[src/rtl/instruction_fetch_stage.sv]
// Instruction fetch stage with IF/ID pipeline register.
// Owns the PC, keeps at most one instruction-memory request in flight, holds a
// single-entry skid buffer for responses that arrive while decode is stalled,
// and squashes wrong-path responses after a branch/jump redirect.
module instruction_fetch_stage #(
    parameter logic [31:0] RESET_PC = 32'h0000_0000
) (
    input  logic        Clk,
    input  logic        Reset,
    input  logic        Stall,
    input  logic        Redirect,
    input  logic [31:0] RedirectTarget,
    output logic        imem_req,
    output logic [31:0] imem_addr,
    input  logic        imem_gnt,
    input  logic        imem_rvalid,
    input  logic [31:0] imem_rdata,
    output logic [31:0] Instruction,
    output logic [31:0] PCAdder_out,
    output logic        IF_Valid,
    output logic [31:0] PC_out
);

    typedef enum logic [1:0] {
        FETCH = 2'd0,
        WAIT  = 2'd1,
        HOLD  = 2'd2,
        DROP  = 2'd3
    } state_e;

    state_e      state_q, state_d;
    logic [31:0] pc_q, pc_d;
    logic [31:0] req_pc_q, req_pc_d;
    logic [31:0] skid_q, skid_d;
    logic [31:0] instr_q, instr_d;
    logic [31:0] pc_plus4_q, pc_plus4_d;
    logic        valid_q, valid_d;
    logic        req_q, req_d;

    logic [31:0] req_pc_next;
    logic [31:0] deliver_data;
    logic        deliver;
    logic        granted;

    // The two target LSBs are forced to zero, so they are deliberately not used.
    logic        unused_target_lsbs;
    assign unused_target_lsbs = ^RedirectTarget[1:0];

    assign req_pc_next = req_pc_q + 32'd4;
    assign granted     = req_q & imem_gnt;

    // Next-state logic for the fetch FSM, PC, skid buffer and IF/ID register.
    always_comb begin
        state_d      = state_q;
        pc_d         = pc_q;
        req_pc_d     = req_pc_q;
        skid_d       = skid_q;
        instr_d      = instr_q;
        pc_plus4_d   = pc_plus4_q;
        valid_d      = valid_q;
        deliver      = 1'b0;
        deliver_data = 32'd0;

        if (Redirect) begin
            pc_d    = {RedirectTarget[31:2], 2'b00};
            instr_d = 32'd0;
            valid_d = 1'b0;
            skid_d  = 32'd0;
            case (state_q)
                FETCH:   state_d = granted ? DROP : FETCH;
                WAIT:    state_d = imem_rvalid ? FETCH : DROP;
                DROP:    state_d = imem_rvalid ? FETCH : DROP;
                HOLD:    state_d = FETCH;
                default: state_d = FETCH;
            endcase
        end else begin
            case (state_q)
                FETCH: begin
                    if (granted) begin
                        req_pc_d = pc_q;
                        state_d  = WAIT;
                    end
                end
                WAIT: begin
                    if (imem_rvalid) begin
                        if (!Stall) begin
                            deliver      = 1'b1;
                            deliver_data = imem_rdata;
                            pc_d         = req_pc_next;
                            state_d      = FETCH;
                        end else begin
                            skid_d  = imem_rdata;
                            state_d = HOLD;
                        end
                    end
                end
                HOLD: begin
                    if (!Stall) begin
                        deliver      = 1'b1;
                        deliver_data = skid_q;
                        skid_d       = 32'd0;
                        pc_d         = req_pc_next;
                        state_d      = FETCH;
                    end
                end
                DROP: begin
                    if (imem_rvalid) begin
                        state_d = FETCH;
                    end
                end
                default: state_d = FETCH;
            endcase

            if (deliver) begin
                instr_d    = deliver_data;
                pc_plus4_d = req_pc_next;
                valid_d    = 1'b1;
            end else if (!Stall) begin
                instr_d = 32'd0;
                valid_d = 1'b0;
            end
        end

        req_d = (state_d == FETCH);
    end

    // State and output registers; reset abandons any request in flight.
    always_ff @(posedge Clk or negedge Reset) begin
        if (!Reset) begin
            state_q    <= FETCH;
            pc_q       <= RESET_PC;
            req_pc_q   <= RESET_PC;
            skid_q     <= 32'd0;
            instr_q    <= 32'd0;
            pc_plus4_q <= 32'd0;
            valid_q    <= 1'b0;
            req_q      <= 1'b0;
        end else begin
            state_q    <= state_d;
            pc_q       <= pc_d;
            req_pc_q   <= req_pc_d;
            skid_q     <= skid_d;
            instr_q    <= instr_d;
            pc_plus4_q <= pc_plus4_d;
            valid_q    <= valid_d;
            req_q      <= req_d;
        end
    end

    assign imem_req    = req_q;
    assign imem_addr   = pc_q;
    assign Instruction = instr_q;
    assign PCAdder_out = pc_plus4_q;
    assign IF_Valid    = valid_q;
    assign PC_out      = pc_q;

endmodule

[config.mk]
export PLATFORM = sky130hd
export DESIGN_NAME = instruction_fetch_stage
export DESIGN_NICKNAME = d
export VERILOG_FILES = /design/src/rtl/instruction_fetch_stage.sv
export SDC_FILE = /design/constraint.sdc
export NUM_CORES = 1
export LEC_CHECK = 0
export BUFFER_PORTS_ARGS = -buffer_cell sky130_fd_sc_hd__buf_2
export CORE_MARGIN = 1
export CORE_UTILIZATION = 40
export CTS_CLUSTER_SIZE = 30
export DETAILED_ROUTE_END_ITERATION = 8
export HOLD_SLACK_MARGIN = 0.15
export PLACE_DENSITY_LB_ADDON = 0.08
export SLEW_MARGIN = 20
export SYNTH_ARGS = -nofsm -noshare
export SYNTH_HDL_FRONTEND = slang
export SYNTH_SLANG_ARGS = --single-unit
export TNS_END_PERCENT = 5
[constraint.sdc]
create_clock -name Clk -period 2.96 [get_ports Clk]
set_input_delay 0.296 -clock Clk [delete_from_list [all_inputs] [get_ports Clk]]
set_output_delay 0.296 -clock Clk [all_outputs]
set_load 0.05 [all_outputs]
### Word-level counts from Yosys, hierarchy flattened

Index checks and enable logic that the tools add are counted.
W data, S select, Z words.

| storage, ports and cells | value |
|---|---|
| logic and storage cells | 58 |
| output and inout bits | 130 |
| input port bits | 70 |
| register bits after elaboration | 164 |

| cells by class | value |
|---|---|
| add/sub/neg operators | 1 |
| mux-type cells | 32 |
| equal/unequal tests | 7 |
| reductions and logical operators | 8 |
| bitwise gates (word level) | 2 |

Operators with widths:

| operator | number |
|---|---|
| $mux W32 | 12 |
| $pmux W32 S2 | 3 |
| $add A32 B3 Y32 const B | 1 |
| $mux W2 | 8 |
| $ne A3 B3 Y1 const B | 3 |
| $pmux W2 S4 | 1 |
| $mux W1 | 6 |
| $pmux W2 S3 | 1 |
| $eq A2 B2 Y1 const B | 2 |
| $logic_not A2 Y1 | 2 |
| $reduce_and A2 Y1 | 2 |
| $reduce_and A4 Y1 | 1 |
| $ne A3 B1 Y1 const B | 1 |
| $reduce_and A3 Y1 | 1 |
| $reduce_bool A3 Y1 | 1 |
| $eq A2 B1 Y1 const B | 1 |
| $pmux W1 S2 | 1 |
| $reduce_or A2 Y1 | 1 |
| $and A1 B1 Y1 | 1 |
| $not A1 Y1 | 1 |

### Longest topological paths before layout

Gate-level depths: netlist (run 1).

| logic depth | value |
|---|---|
| depth in word-level cells | 6 |
| depth in mapped cells | 10 |

### Worst setup path after synthesis (run 1)

No wires, ideal clock.

| path | value |
|---|---|
| kind | register to register |
| from | reg state_q[1] |
| to | reg skid_q[2] |
| stages on the path, launching flop included | 9 |
| required time | 2876 ps |
| arrival | 2089 ps |
| path buffers | 2 |
| library setup time | 84 ps |
| period minus slack after synthesis | 2173 ps |
| path slack | 787 ps |
| cells stage by stage | dfrtp_1 > inv_1 > ha_1 > and2_1 > clkbuf_1 > a311oi_1 > clkbuf_1 > nand2_1 > o21ai_0 |

| on the way | value |
|---|---|
| cells in the longest elaborated chain, start to end | 3 |
| elaborated cells on any way between the ends | 9 |

RTL lines:

| what | RTL line | RTL |
|---|---|---|
| start, declared | 31 | `state_e state_q, state_d;` |
| start signal, assigned | 139 | `state_q <= state_d;` |
| $eq A2 B2 Y1 or $eq A2 B1 Y1 (tied branches) | 77 | `case (state_q)` |
| $ne A3 B3 Y1 (no source line), or another cell as far along | - |  |
| $reduce_and A4 Y1 (no source line) or $mux W32 (tied branches) | - |  |
| end signal, assigned | 142 | `skid_q <= skid_d;` |
| end, declared | 34 | `logic [31:0] skid_q, skid_d;` |

Parallel ways exist; a longest one is shown, timed or not.
A chain may end at the register's enable or synchronous reset.

### Final worst setup path (run 1)

| path | value |
|---|---|
| from | reg state_q[1] |
| to | reg skid_q[28] |

The elaborated chain is that of the path after synthesis.

==> run summary, run 1 <==
After layout, the design draws a total of 9.28 mW. The measured slew at the worst slew-check pin is 644 ps. 0 antenna diodes ended up in the layout.

The total I/O pin count came out at 200. The tree is rooted in a sky130_fd_sc_hd__clkbuf_16. The number of nets in the synthesized netlist came out at 884.

The residual antenna-violating net count after detailed routing is 0. The post-synthesis async set-or-reset flop share is 100%. The data required time at the worst endpoint is 3250 ps.

The setup-violating endpoint count in the final report is 0. Measured along the x axis, the die boundary spans 142 µm. The hold violation total from the final report is 0.

The reported leakage power is 4.81 nW. Synthesis instantiated 49 different standard cells from the library. The clock transition time at the flip-flop clock pins of the worst setup and hold paths came out at 60 ps.

The number of DRC markers after the initial detailed-route iteration is 285. The cell area that synthesis handed to floorplanning was 7790 µm². The floorplan step defined a die boundary enclosing 20,000 µm². Summed over all instances, the cell type with the most area after synthesis is sky130_fd_sc_hd__dfrtp_1. The number of search-and-repair iterations in the first detailed-routing pass is 5.

Using the TritonRoute via totals, the vias-per-cell ratio works out to 5.02. The final period utilization is 79.4%. The cell row count is 50. The sum of overflow across all layers after global routing is 0. The worst slack at placement came out at 627 ps. The fraction of layout instances using a drive strength above 1 came out at 28.6%.

The global-route wire length before repair is 33.1 mm. The number of maximum-capacitance constraint violations is 0. The max-slew headroom at the worst pin came out at 56.8%.

The start point of the critical path is state_q[1]. The initial antenna violation count was 0. Post-CTS repair changed the size of 0 cells. The count of buffers added on input and output ports is 197. The library cell used most frequently in the layout, excluding fill and tap cells, is sky130_fd_sc_hd__buf_2. IR analysis of the VDD net gives a maximum drop of 588 µV. The flow ran to the end, and the final reports show no timing, DRC or antenna violations. Counting the buffers created by CTS gives 17. The clock passes through at most 2 buffers. In the layout the commonest cells are 196 x sky130_fd_sc_hd__buf_2, 164 x sky130_fd_sc_hd__dfrtp_1, 163 x sky130_fd_sc_hd__nand2_1. CTS built an H-tree with a depth of 4.

In this run the critical register-to-register path is captured at skid_q[28]. Counting I/O delays and the setup requirement, the final critical path takes 2350 ps. The worst setup slack after layout is 610 ps.

The initial standard-cell utilization of the core came out at 41.2%. The worst setup path is launched from a flip-flop. The number of synthesized flops with an enable pin is 0. The total negative slack for setup checks came out at 0 ps. The worst hold-check path type is in2reg. The clock latency at the later pin of the worst-skew pair came out at 420 ps. The aggregate routed wire length is 20.4 mm. The power density over the cells came out at 916 nW/µm². The TritonCTS clock tree is done.

The layout overhead on the synthesized area came out at 30.1%. In this run the critical register-to-register path is launched from state_q[1]. The most used flip-flop cell after synthesis is sky130_fd_sc_hd__dfrtp_1.

The slack of the worst reg-to-reg path came out at 610 ps. After the last flow step, the layout net total stands at 1,101. The DRC violation count after routing came out at 0. The worst-case reg-to-reg path depth came out at 8.

The worst setup path is of the reg2reg kind. The total area inside the core boundary comes to 18,900 µm². The placed wire-length estimate came out at 13.4 mm. The max-slew violation total from the final report came to 0.

Summed over its instances, the top area cell type makes up 52.7% of the synthesized netlist area. The routed layout has 6,511 vias. The number of global-route vias before repair came out at 6,284. The overall fraction of global-route tracks in use is 21.3%.

Sequential elements use 52.7% of the synthesized area. The synthesized area per cell is 9.66 µm². The arrival time reported for the critical path endpoint came out at 2640 ps. Derived from the worst setup path, the maximum achievable clock frequency is 0.426 GHz. Along the worst path, the maximum fanout reaches 35. Dividing the detail-routed wire length by the instance count gives 15.7 µm.

The total clock sinks is 164. The flop and latch count out of synthesis is 164. The largest net degree at the start of global routing came out at 62. The kind of capture point of the worst setup path is a flip-flop. The worst setup path endpoint is skid_q[28]. The global placer's final weighted congestion came out at 0.775. The number of instances in the synthesized netlist is 806. The number of warnings printed during yosys synthesis came out at 0. Clock skew on the completed layout was measured at 12.2 ps. Setup repair after global routing left no endpoint under its margin. Yosys attributes the largest share of cell area to sky130_fd_sc_hd__dfrtp_1 53%, sky130_fd_sc_hd__nand2_1 7.9%, sky130_fd_sc_hd__o21ai_0 6.7%.

The vertical extent of the die is 142 µm.
-- layer usage --
layer / vias to the layer above / GRT usage [%] / routed length (µm)
met5: - / 0 / 0
met3: 24 / 4.42 / 1110
met4: 0 / 7.13 / 297
li1: 3217 / - / -
met2: 205 / 32.8 / 9230
met1: 3065 / 29.9 / 9740
-- timing repair --
item                      4_1_cts  5_1_grt
hold endpoints to repair      106        0
setup buffers                   0        0
hold buffers                   63        0
-- where the power goes --
group / switching, mW / internal, mW
Clock: 0.900 / 1.35
Combinational: 2.53 / 1.07
Sequential: 0.578 / 2.84
-- critical path, stage by stage (launching register included) --
cell and delay (ps):
sky130_fd_sc_hd__dfrtp_1 440, sky130_fd_sc_hd__inv_1 160, sky130_fd_sc_hd__ha_1 230, sky130_fd_sc_hd__nand2b_1 210, sky130_fd_sc_hd__a21oi_1 100, sky130_fd_sc_hd__a311oi_4 260
sky130_fd_sc_hd__buf_4 340, sky130_fd_sc_hd__buf_4 330, sky130_fd_sc_hd__o21ai_0 130
-- layout make-up --
class | instances | area, µm²
clock buffer | 20 | 447
clock inverter | 12 | 155
fill | 1791 | 8760
inverter | 14 | 52.6
multi-input combinational | 544 | 3220
sequential | 164 | 4100
tap | 260 | 325
timing repair buffer | 282 | 1830
-- how the worst min path moves through the flow --
stage	end	cells past startpoint	startpoint	slack, ps
finish	state_q[0]	3	imem_rvalid	320
global route	state_q[0]	3	imem_rvalid	340
CTS	state_q[0]	3	imem_rvalid	300
detailed placement	Instruction[20]	1	Reset	270
global placement	Instruction[20]	1	Reset	270
floorplan	IF_Valid	0	Reset	0.4
-- synthesized netlist by cell type, drive strengths merged (2+ instances only) --
master / instances
and3: 15
nand3: 15
nor2: 28
nand2b: 2
o31a: 3
a21o: 8
and2: 2
nor3: 17
xor2: 9
or4: 2
inv: 14
clkbuf: 50
o21ai: 108
a211oi: 8
ha: 8
nand4: 9
mux2i: 6
a21oi: 22
a22oi: 32
and4: 3
nand2: 163
o31ai: 5
nor3b: 2
o311ai: 2
a311oi: 2
xnor2: 11
dfrtp: 164
mux2: 33
nor2b: 4
a31oi: 2
buf: 34
nor4: 12
o221ai: 4
-- flip-flops by register name, indices dropped and copies added, names as in the netlist --
name,cells
IF_Valid,1
Instruction,32
imem_req,1
state_q,2
PC_out,32
req_pc_q,32
PCAdder_out,32
skid_q,32
-- metrics by stage --
stage	cell area (µm²)	utilization, %	hold WS, ps	instances
floorplan	7790	-	0.409	806
CTS	10100	53.6	298	1296
finish	10100	53.6	322	1296
global placement	8900	47.1	273	1201
global route	10100	53.6	336	1296
detailed placement	8900	47.1	272	1201
-- cells by family after synthesis --
logic type / share of synthesized area (%)
AO/OA/AOI/OAI: 15.5
buffers and inverters: 6.36
multiplexers: 5.54
AND/OR/NAND/NOR: 16.4
flip-flops: 52.7
XOR/XNOR: 2.25
adder cells (fa/ha/maj): 1.29
(Power assumes the default switching activity.)
==> run 2: changes to the inputs <==
--- a/config.mk
+++ b/config.mk
@@ -5,6 +5,7 @@
 export SDC_FILE = /design/constraint.sdc
 export NUM_CORES = 1
 export LEC_CHECK = 0
+export ABC_AREA = 1
 export BUFFER_PORTS_ARGS = -buffer_cell sky130_fd_sc_hd__buf_2
 export CORE_MARGIN = 1
 export CORE_UTILIZATION = 40
==> constraint.sdc (replaced) <==
create_clock -name Clk -period 2.15 [get_ports Clk]
set_input_delay 0.215 -clock Clk [delete_from_list [all_inputs] [get_ports Clk]]
set_output_delay 0.215 -clock Clk [all_outputs]
set_load 0.05 [all_outputs]
==> run 2 against run 1 <==
  * Via count grew 7.4%
  * Non-clock buffer count shrank 4
  * Combinational power grew 94%
  * Highest routed layer unchanged
==> run summary, run 2 <==
Result of the run: completed (unchanged). The number of maximum-capacitance constraint violations came out at 0 (unchanged). The count of port buffers added during placement came out at 197 (unchanged). Most frequent cells in the layout: 196 x sky130_fd_sc_hd__buf_2, 164 x sky130_fd_sc_hd__dfrtp_1, 160 x sky130_fd_sc_hd__nand2_1 (was 196 x sky130_fd_sc_hd__buf_2, 164 x sky130_fd_sc_hd__dfrtp_1, 163 x sky130_fd_sc_hd__nand2_1).

The share of synthesized area occupied by flip-flops and latches came out at 51.2% (was 52.7%). The placeable core area came out at 19,500 µm² (was 18,900 µm²). The number of DRC markers after the initial detailed-route iteration was 287 (was 285). The most frequently used cell type in the post-synthesis netlist is sky130_fd_sc_hd__dfrtp_1 (unchanged).

The max-slew violation total from the final report was 0 (unchanged). The sum of overflow across all layers after global routing came out at 0 (unchanged). The placed wire-length estimate is 14.1 mm (was 13.4 mm). The number of instances in the synthesized netlist came out at 929 (was 806).

Top cell types by occurrence after synthesis: 164 x sky130_fd_sc_hd__dfrtp_1, 160 x sky130_fd_sc_hd__nand2_1, 104 x sky130_fd_sc_hd__o21ai_0, 101 x sky130_fd_sc_hd__nand3_1, 79 x sky130_fd_sc_hd__nor2_1 (was 164 x sky130_fd_sc_hd__dfrtp_1, 163 x sky130_fd_sc_hd__nand2_1, 105 x sky130_fd_sc_hd__o21ai_0, 50 x sky130_fd_sc_hd__clkbuf_1, 33 x sky130_fd_sc_hd__mux2_2). The number of synthesized flops with an enable pin is 0 (unchanged). The reported leakage power came out at 5.13 nW (was 4.81 nW). The floorplan die area came out at 20,600 µm² (was 20,000 µm²).

The per-cell via count in the routed design came out at 4.92 (was 5.02). The fraction of layout instances using a drive strength above 1 came to 24.0% (was 28.6%). The cell area after synthesis was 8010 µm² (was 7790 µm²).

The measured slew at the worst slew-check pin came out at 583 ps (was 644 ps). The data required time at the worst endpoint is 2480 ps (was 3250 ps). The DRC violation count after routing came out at 0 (unchanged). The arrival time reported for the critical path endpoint came to 2220 ps (was 2640 ps). The share of the synthesized area in the top cell type is 51.2% (was 52.7%). The number of search-and-repair iterations in the first detailed-routing pass is 7 (was 5). The startpoint of the lowest-slack register-to-register path is state_q[1] (unchanged). The initial standard-cell utilization of the core is 41.0% (was 41.2%). The initial antenna violation count is 1 (was 0). The TritonCTS clock tree was done (unchanged). The final standard cell count with taps included and fillers excluded came to 1,422 (was 1,296). The worst slack on hold paths is 187 ps (was 322 ps). The clock root buffer was sky130_fd_sc_hd__clkbuf_16 (unchanged).

The number of distinct library cells after synthesis came out at 35 (was 49). The number of clock buffers inserted by TritonCTS is 17 (unchanged). The number of nets in the synthesized netlist came out at 1,007 (was 884).

The kind of start point of the critical path is a flip-flop (unchanged). The start point of the critical path is state_q[1] (unchanged). The total clock sinks came out at 164 (unchanged). The shortest period the worst path allows came out at 1890 ps (was 2350 ps). Synth top area cells: sky130_fd_sc_hd__dfrtp_1 51%, sky130_fd_sc_hd__nand2_1 7.5%, sky130_fd_sc_hd__o21ai_0 6.5% (was sky130_fd_sc_hd__dfrtp_1 53%, sky130_fd_sc_hd__nand2_1 7.9%, sky130_fd_sc_hd__o21ai_0 6.7%). The clock transition time at the flip-flop clock pins of the worst setup and hold paths is 60 ps (about the same). The path type of the worst setup path is reg2reg (unchanged). The worst hold-check path type is in2reg (unchanged).

The aggregate routed wire length came out at 21.8 mm (was 20.4 mm). The die outline width came out at 143 µm (was 142 µm). The maximum count of clock buffers along a single path is 2 (unchanged). The highest attainable clock frequency came out at 0.530 GHz (was 0.426 GHz). The total negative slack for setup checks is 0 ps (unchanged).

The final period utilization is 87.8% (was 79.4%). The overall fraction of global-route tracks in use is 22.3% (was 21.3%). The flop and latch count out of synthesis is 164 (unchanged). The kind of capture point of the worst setup path was a flip-flop (unchanged). The total I/O pin count is 200 (unchanged). The residual antenna-violating net count after detailed routing came to 0 (unchanged). The number of global-route vias before repair is 6,870 (was 6,284). The total instance count after detailed placement is 1,329 (was 1,201). The layout overhead on the synthesized area came to 29.2% (was 30.1%). The post-synthesis async set-or-reset flop share came out at 100% (unchanged). The hold violation total from the final report came out at 0 (unchanged).

The average wire per standard cell was 15.3 µm (was 15.7 µm). The largest vdd supply drop is 711 µV (was 588 µV). The largest net degree at the start of global routing came out at 65 (was 62).

The total number of vias is 6,994 (was 6,511). The global placer's final weighted congestion was 0.835 (was 0.775). The depth of the CTS H-tree came to 4 (unchanged). The power density over the cells came out at 1480 nW/µm² (was 916 nW/µm²).

The global-route wire length before repair came out at 35.4 mm (was 33.1 mm). The worst-case clock skew came out at 6.33 ps (was 12.2 ps). The origin of the worst min-delay path is RedirectTarget[13] (was imem_rvalid).

The number of warnings printed during yosys synthesis is 0 (unchanged). The setup-violating endpoint count in the final report is 0 (unchanged). The clock latency at the later pin of the worst-skew pair was 420 ps (about the same). The cell type with the largest total area after synthesis is sky130_fd_sc_hd__dfrtp_1 (unchanged).

The vertical extent of the die is 143 µm (was 142 µm). The most common cell after layout, fill and taps aside was sky130_fd_sc_hd__buf_2 (unchanged). The synthesized area per cell is 8.62 µm² (was 9.66 µm²).

The cell row count is 51 (was 50). The max-slew headroom at the worst pin came out at 61.2% (was 56.8%). Unrepaired setup endpoints after global routing: false (unchanged).

The most used flip-flop cell after synthesis is sky130_fd_sc_hd__dfrtp_1 (unchanged). The net count of the finished layout was 1,222 (was 1,101). The number of buffers added for setup after CTS is 0 (unchanged). The maximum fanout along the worst path is 64 (was 35).

The number of inserted diodes came out at 0 (unchanged).
[run 2: path summary, 6_finish.rpt]
check	slack (ps)	depth (start not counted)	to
max reg2reg	260	8	skid_q[30]
max in group asynchronous	1190	3	PCAdder_out[26]
max	260	8	skid_q[30]
min	190	5	PC_out[13]
min in group asynchronous	340	2	PCAdder_out[9]
min reg2reg	470	2	PCAdder_out[1]
[run 2: power by group]
group | switching, mW | total [mW] | leakage, nW | internal (mW)
sequential | 0.800 | 4.93 | 2.06 | 4.13
combinational | 5.23 | 7.00 | 2.75 | 1.76
clock | 1.27 | 3.37 | 0.315 | 2.10
total | 7.31 | 15.3 | 5.13 | 8.00
[run 2: cells by family (layout without fill, tap and decap cells)]
group | count (synthesis) | in the layout | share of synthesized area [%]
AOI/OAI and AO/OA | 224 | 224 | 16.1
xor gates and xnor gates | 6 | 6 | 0.656
adders and majority gates | 8 | 8 | 1.25
buffers and inverters | 163 | 391 | 10.3
DFF | 164 | 164 | 51.3
muxes | 5 | 5 | 0.703
and+or+nand+nor | 359 | 359 | 19.7
[run 2: cell type report]
class | instances | area, µm²
fill | 1878 | 9180
clock buffer | 20 | 447
tap | 265 | 332
clock inverter | 12 | 203
inverter | 81 | 307
multi-input combinational | 602 | 3090
sequential | 164 | 4100
timing repair buffer | 278 | 1870
[run 2: worst max-delay path, cell delays in order, from the launching register on]
cell and delay [ps]:
sky130_fd_sc_hd__dfrtp_1 440, sky130_fd_sc_hd__inv_1 180, sky130_fd_sc_hd__ha_2 280, sky130_fd_sc_hd__nand2_1 100
sky130_fd_sc_hd__o211ai_2 90, sky130_fd_sc_hd__a21boi_4 220, sky130_fd_sc_hd__buf_12 250, sky130_fd_sc_hd__nand3_1 90
sky130_fd_sc_hd__o21ai_0 100
[run 2: routing by layer]
layer	global-route usage, %	vias up	share of wire [%]
li1	-	3467	-
met2	38.1	158	49
met4	8.17	0	2.0
met5	0	-	0
met3	3.90	30	3.8
met1	28.3	3339	45
[run 2: what timing repair did]
item / CTS / global route
hold endpoints to repair: 120 / 0
gates resized for setup: 0 / 1
setup endpoints to repair: 0 / 1
hold buffers: 61 / 0
[run 2: through the flow]
step	setup slack (ps)	utilization [%]	total power, mW	cell area, µm²
2_1_floorplan	411	-	10.5	8010
3_3_place_gp	242	46.5	11.9	9080
3_5_place_dp	220	46.5	11.9	9080
4_1_cts	212	53.0	15.4	10300
5_1_grt	64.2	53.0	16.3	10300
6_report	263	53.0	15.3	10300
==> run 3: changes to the inputs <==
--- a/config.mk
+++ b/config.mk
@@ -8,7 +8,7 @@
 export ABC_AREA = 1
 export BUFFER_PORTS_ARGS = -buffer_cell sky130_fd_sc_hd__buf_2
 export CORE_MARGIN = 1
-export CORE_UTILIZATION = 40
+export CORE_UTILIZATION = 48
 export CTS_CLUSTER_SIZE = 30
 export DETAILED_ROUTE_END_ITERATION = 8
 export HOLD_SLACK_MARGIN = 0.15
==> run 3 against run 2 <==
  * Global-route usage increased by 3.2 points
  * Power down 0.79%
  * Critical path type unchanged
  * Sequential cell count stayed put
==> run summary, run 3 (synthesized netlist as in run 2, its figures left out) <==
Result of the run: completed (unchanged). The sum of overflow across all layers after global routing came out at 0 (unchanged). The max-slew violation total from the final report came out at 0 (unchanged).

The placed wire-length estimate was 13.4 mm (was 14.1 mm). Unrepaired setup endpoints after global routing: false (unchanged). The die outline width came out at 131 µm (was 143 µm). The kind of start point of the critical path is a flip-flop (unchanged). The floorplan die area came to 17,200 µm² (was 20,600 µm²).

The worst hold-check path type is in2reg (unchanged). The final period utilization is 88.5% (was 87.8%). The max-slew headroom at the worst pin is 68.8% (was 61.2%). The number of global-route vias before repair is 6,891 (was 6,870). The switching share of total power came to 47.9% (was 47.7%). The worst-case clock skew came out at 6.43 ps (was 6.33 ps). The overall fraction of global-route tracks in use is 25.5% (was 22.3%).

The power spent charging and discharging nets is 7.27 mW (was 7.31 mW). The net count of the finished layout is 1,221 (was 1,222). The clock latency at the later pin of the worst-skew pair is 430 ps (was 420 ps). The most common cell after layout, fill and taps aside was sky130_fd_sc_hd__buf_2 (unchanged). The share of power burned in registers is 32.5% (was 32.2%). The measured slew at the worst slew-check pin is 468 ps (was 583 ps).

The kind of capture point of the worst setup path is a flip-flop (unchanged). The number of buffers added for setup after CTS is 0 (unchanged). The power density over the cells is 1480 nW/µm² (about the same). The count of port buffers added during placement came out at 197 (unchanged). The share of total power in the clock network came out at 21.8% (was 22.0%).

The arrival time reported for the critical path endpoint was 2270 ps (was 2220 ps). The data required time at the worst endpoint came to 2520 ps (was 2480 ps). The per-cell via count in the routed design is 5.15 (was 4.92). The total I/O pin count came out at 200 (unchanged).

The TritonCTS clock tree is done (unchanged). The DRC violation count after routing is 0 (unchanged). The total clock sinks is 164 (unchanged).

The number of inserted diodes is 0 (unchanged). The total negative slack for setup checks came to 0 ps (unchanged). The residual antenna-violating net count after detailed routing is 0 (unchanged). The layout overhead on the synthesized area came out at 27.8% (was 29.2%).

The maximum fanout along the worst path came out at 22 (was 64). The cell row count came out at 46 (was 51). The setup-violating endpoint count in the final report came out at 0 (unchanged). Most frequent cells in the layout: 196 x sky130_fd_sc_hd__buf_2, 164 x sky130_fd_sc_hd__dfrtp_1, 160 x sky130_fd_sc_hd__nand2_1 (unchanged). The average wire per standard cell is 15.3 µm (about the same). The depth of the CTS H-tree is 4 (unchanged).

The number of DRC markers after the initial detailed-route iteration came to 465 (was 287). The number of maximum-capacitance constraint violations is 0 (unchanged). The clock transition time at the flip-flop clock pins of the worst setup and hold paths is 60 ps (about the same). The reported leakage power is 5.11 nW (was 5.13 nW). The fraction of layout instances using a drive strength above 1 came out at 24.0% (about the same). The hold violation total from the final report came out at 0 (unchanged). The design internal power is 7.91 mW (was 8.00 mW). The path type of the worst setup path is reg2reg (unchanged). The initial antenna violation count is 0 (was 1). The placeable core area is 16,100 µm² (was 19,500 µm²). The aggregate routed wire length is 21.0 mm (was 21.8 mm).

The initial standard-cell utilization of the core was 49.9% (was 41.0%). The finished layout cell area was 10,200 µm² (was 10,300 µm²). The global placer's final weighted congestion came out at 0.846 (was 0.835). The total number of vias was 7,065 (was 6,994).

The shortest period the worst path allows came out at 1900 ps (was 1890 ps). The maximum count of clock buffers along a single path came out at 2 (unchanged). The number of search-and-repair iterations in the first detailed-routing pass came out at 5 (was 7). The highest attainable clock frequency came out at 0.526 GHz (was 0.530 GHz). The instance area after placement is 8980 µm² (was 9080 µm²).

The largest vdd supply drop is 823 µV (was 711 µV). The global-route wire length before repair is 34.9 mm (was 35.4 mm). The hold buffer count at CTS is 61 (unchanged). The largest net degree at the start of global routing is 65 (unchanged). The share of total power in combinational logic is 45.7% (about the same).

The number of clock buffers inserted by TritonCTS came to 17 (unchanged). The vertical extent of the die is 131 µm (was 143 µm). The post-cts resize count came out at 0 (unchanged). The clock root buffer is sky130_fd_sc_hd__clkbuf_16 (unchanged).
-- run 3: cell types whose count changed in the layout (fill, tap and decap cells not counted), sizes merged --
cell and change:
clkbuf +1, bufinv -1, clkinv -2, buf -1
clkinvlp +2
-- run 3: layout make-up --
class                           instances  area, µm²
Clock inverter                         11        174
Tap cell                              216        270
Fill cell                            1411       5830
Multi-Input combinational cell        602       3090
Timing Repair Buffer                  277       1820
Sequential cell                       164       4100
Clock buffer                           21        470
Inverter                               81        307
-- run 3: path summary, 6_finish.rpt --
check	startpoint	end	slack (ps)	cells past startpoint
worst max-delay path	state_q[1]	Instruction[14]	250	8
worst min-delay path	RedirectTarget[13]	PC_out[13]	170	5
worst max register to register	state_q[1]	Instruction[14]	250	8
worst min register to register	PCAdder_out[0]	PCAdder_out[0]	470	2
max in group asynchronous	Reset	skid_q[25]	1250	3
min in group asynchronous	Reset	PCAdder_out[8]	250	2
-- run 3: power groups by stage --
stage	logic, mW	clock network [mW]	registers (mW)
floorplan	3.77	0	6.70
global placement	6.82	0	4.94
detailed placement	6.88	0	4.96
CTS	6.98	3.35	4.92
global route	7.51	3.48	5.06
finish	6.94	3.31	4.93
-- run 3: per-layer routing --
metal	track usage, %	part of all wire (%)
met2	43.2	50
met1	32.5	44
met3	5.59	4.8
met5	0	0
met4	7.91	1.2
-- run 3: critical path, cell delays in order, from the launching register on --
cell	delay, ps
sky130_fd_sc_hd__dfrtp_1	420
sky130_fd_sc_hd__inv_1	190
sky130_fd_sc_hd__ha_1	290
sky130_fd_sc_hd__nand2_1	110
sky130_fd_sc_hd__nand2_1	110
sky130_fd_sc_hd__nand3_4	100
sky130_fd_sc_hd__nor2_8	120
sky130_fd_sc_hd__buf_4	300
sky130_fd_sc_hd__a22o_1	190
-- run 3: metrics by stage --
step	setup slack (ps)	total power [mW]	hold WS, ps	instances	utilization (%)
3_5_place_dp	279	11.8	145	1279	55.9
6_report	248	15.2	168	1372	63.7
5_1_grt	20.9	16.1	236	1372	63.7
4_1_cts	242	15.3	164	1372	63.7
3_3_place_gp	310	11.8	142	1279	55.9
2_1_floorplan	411	10.5	-80.6	929	-
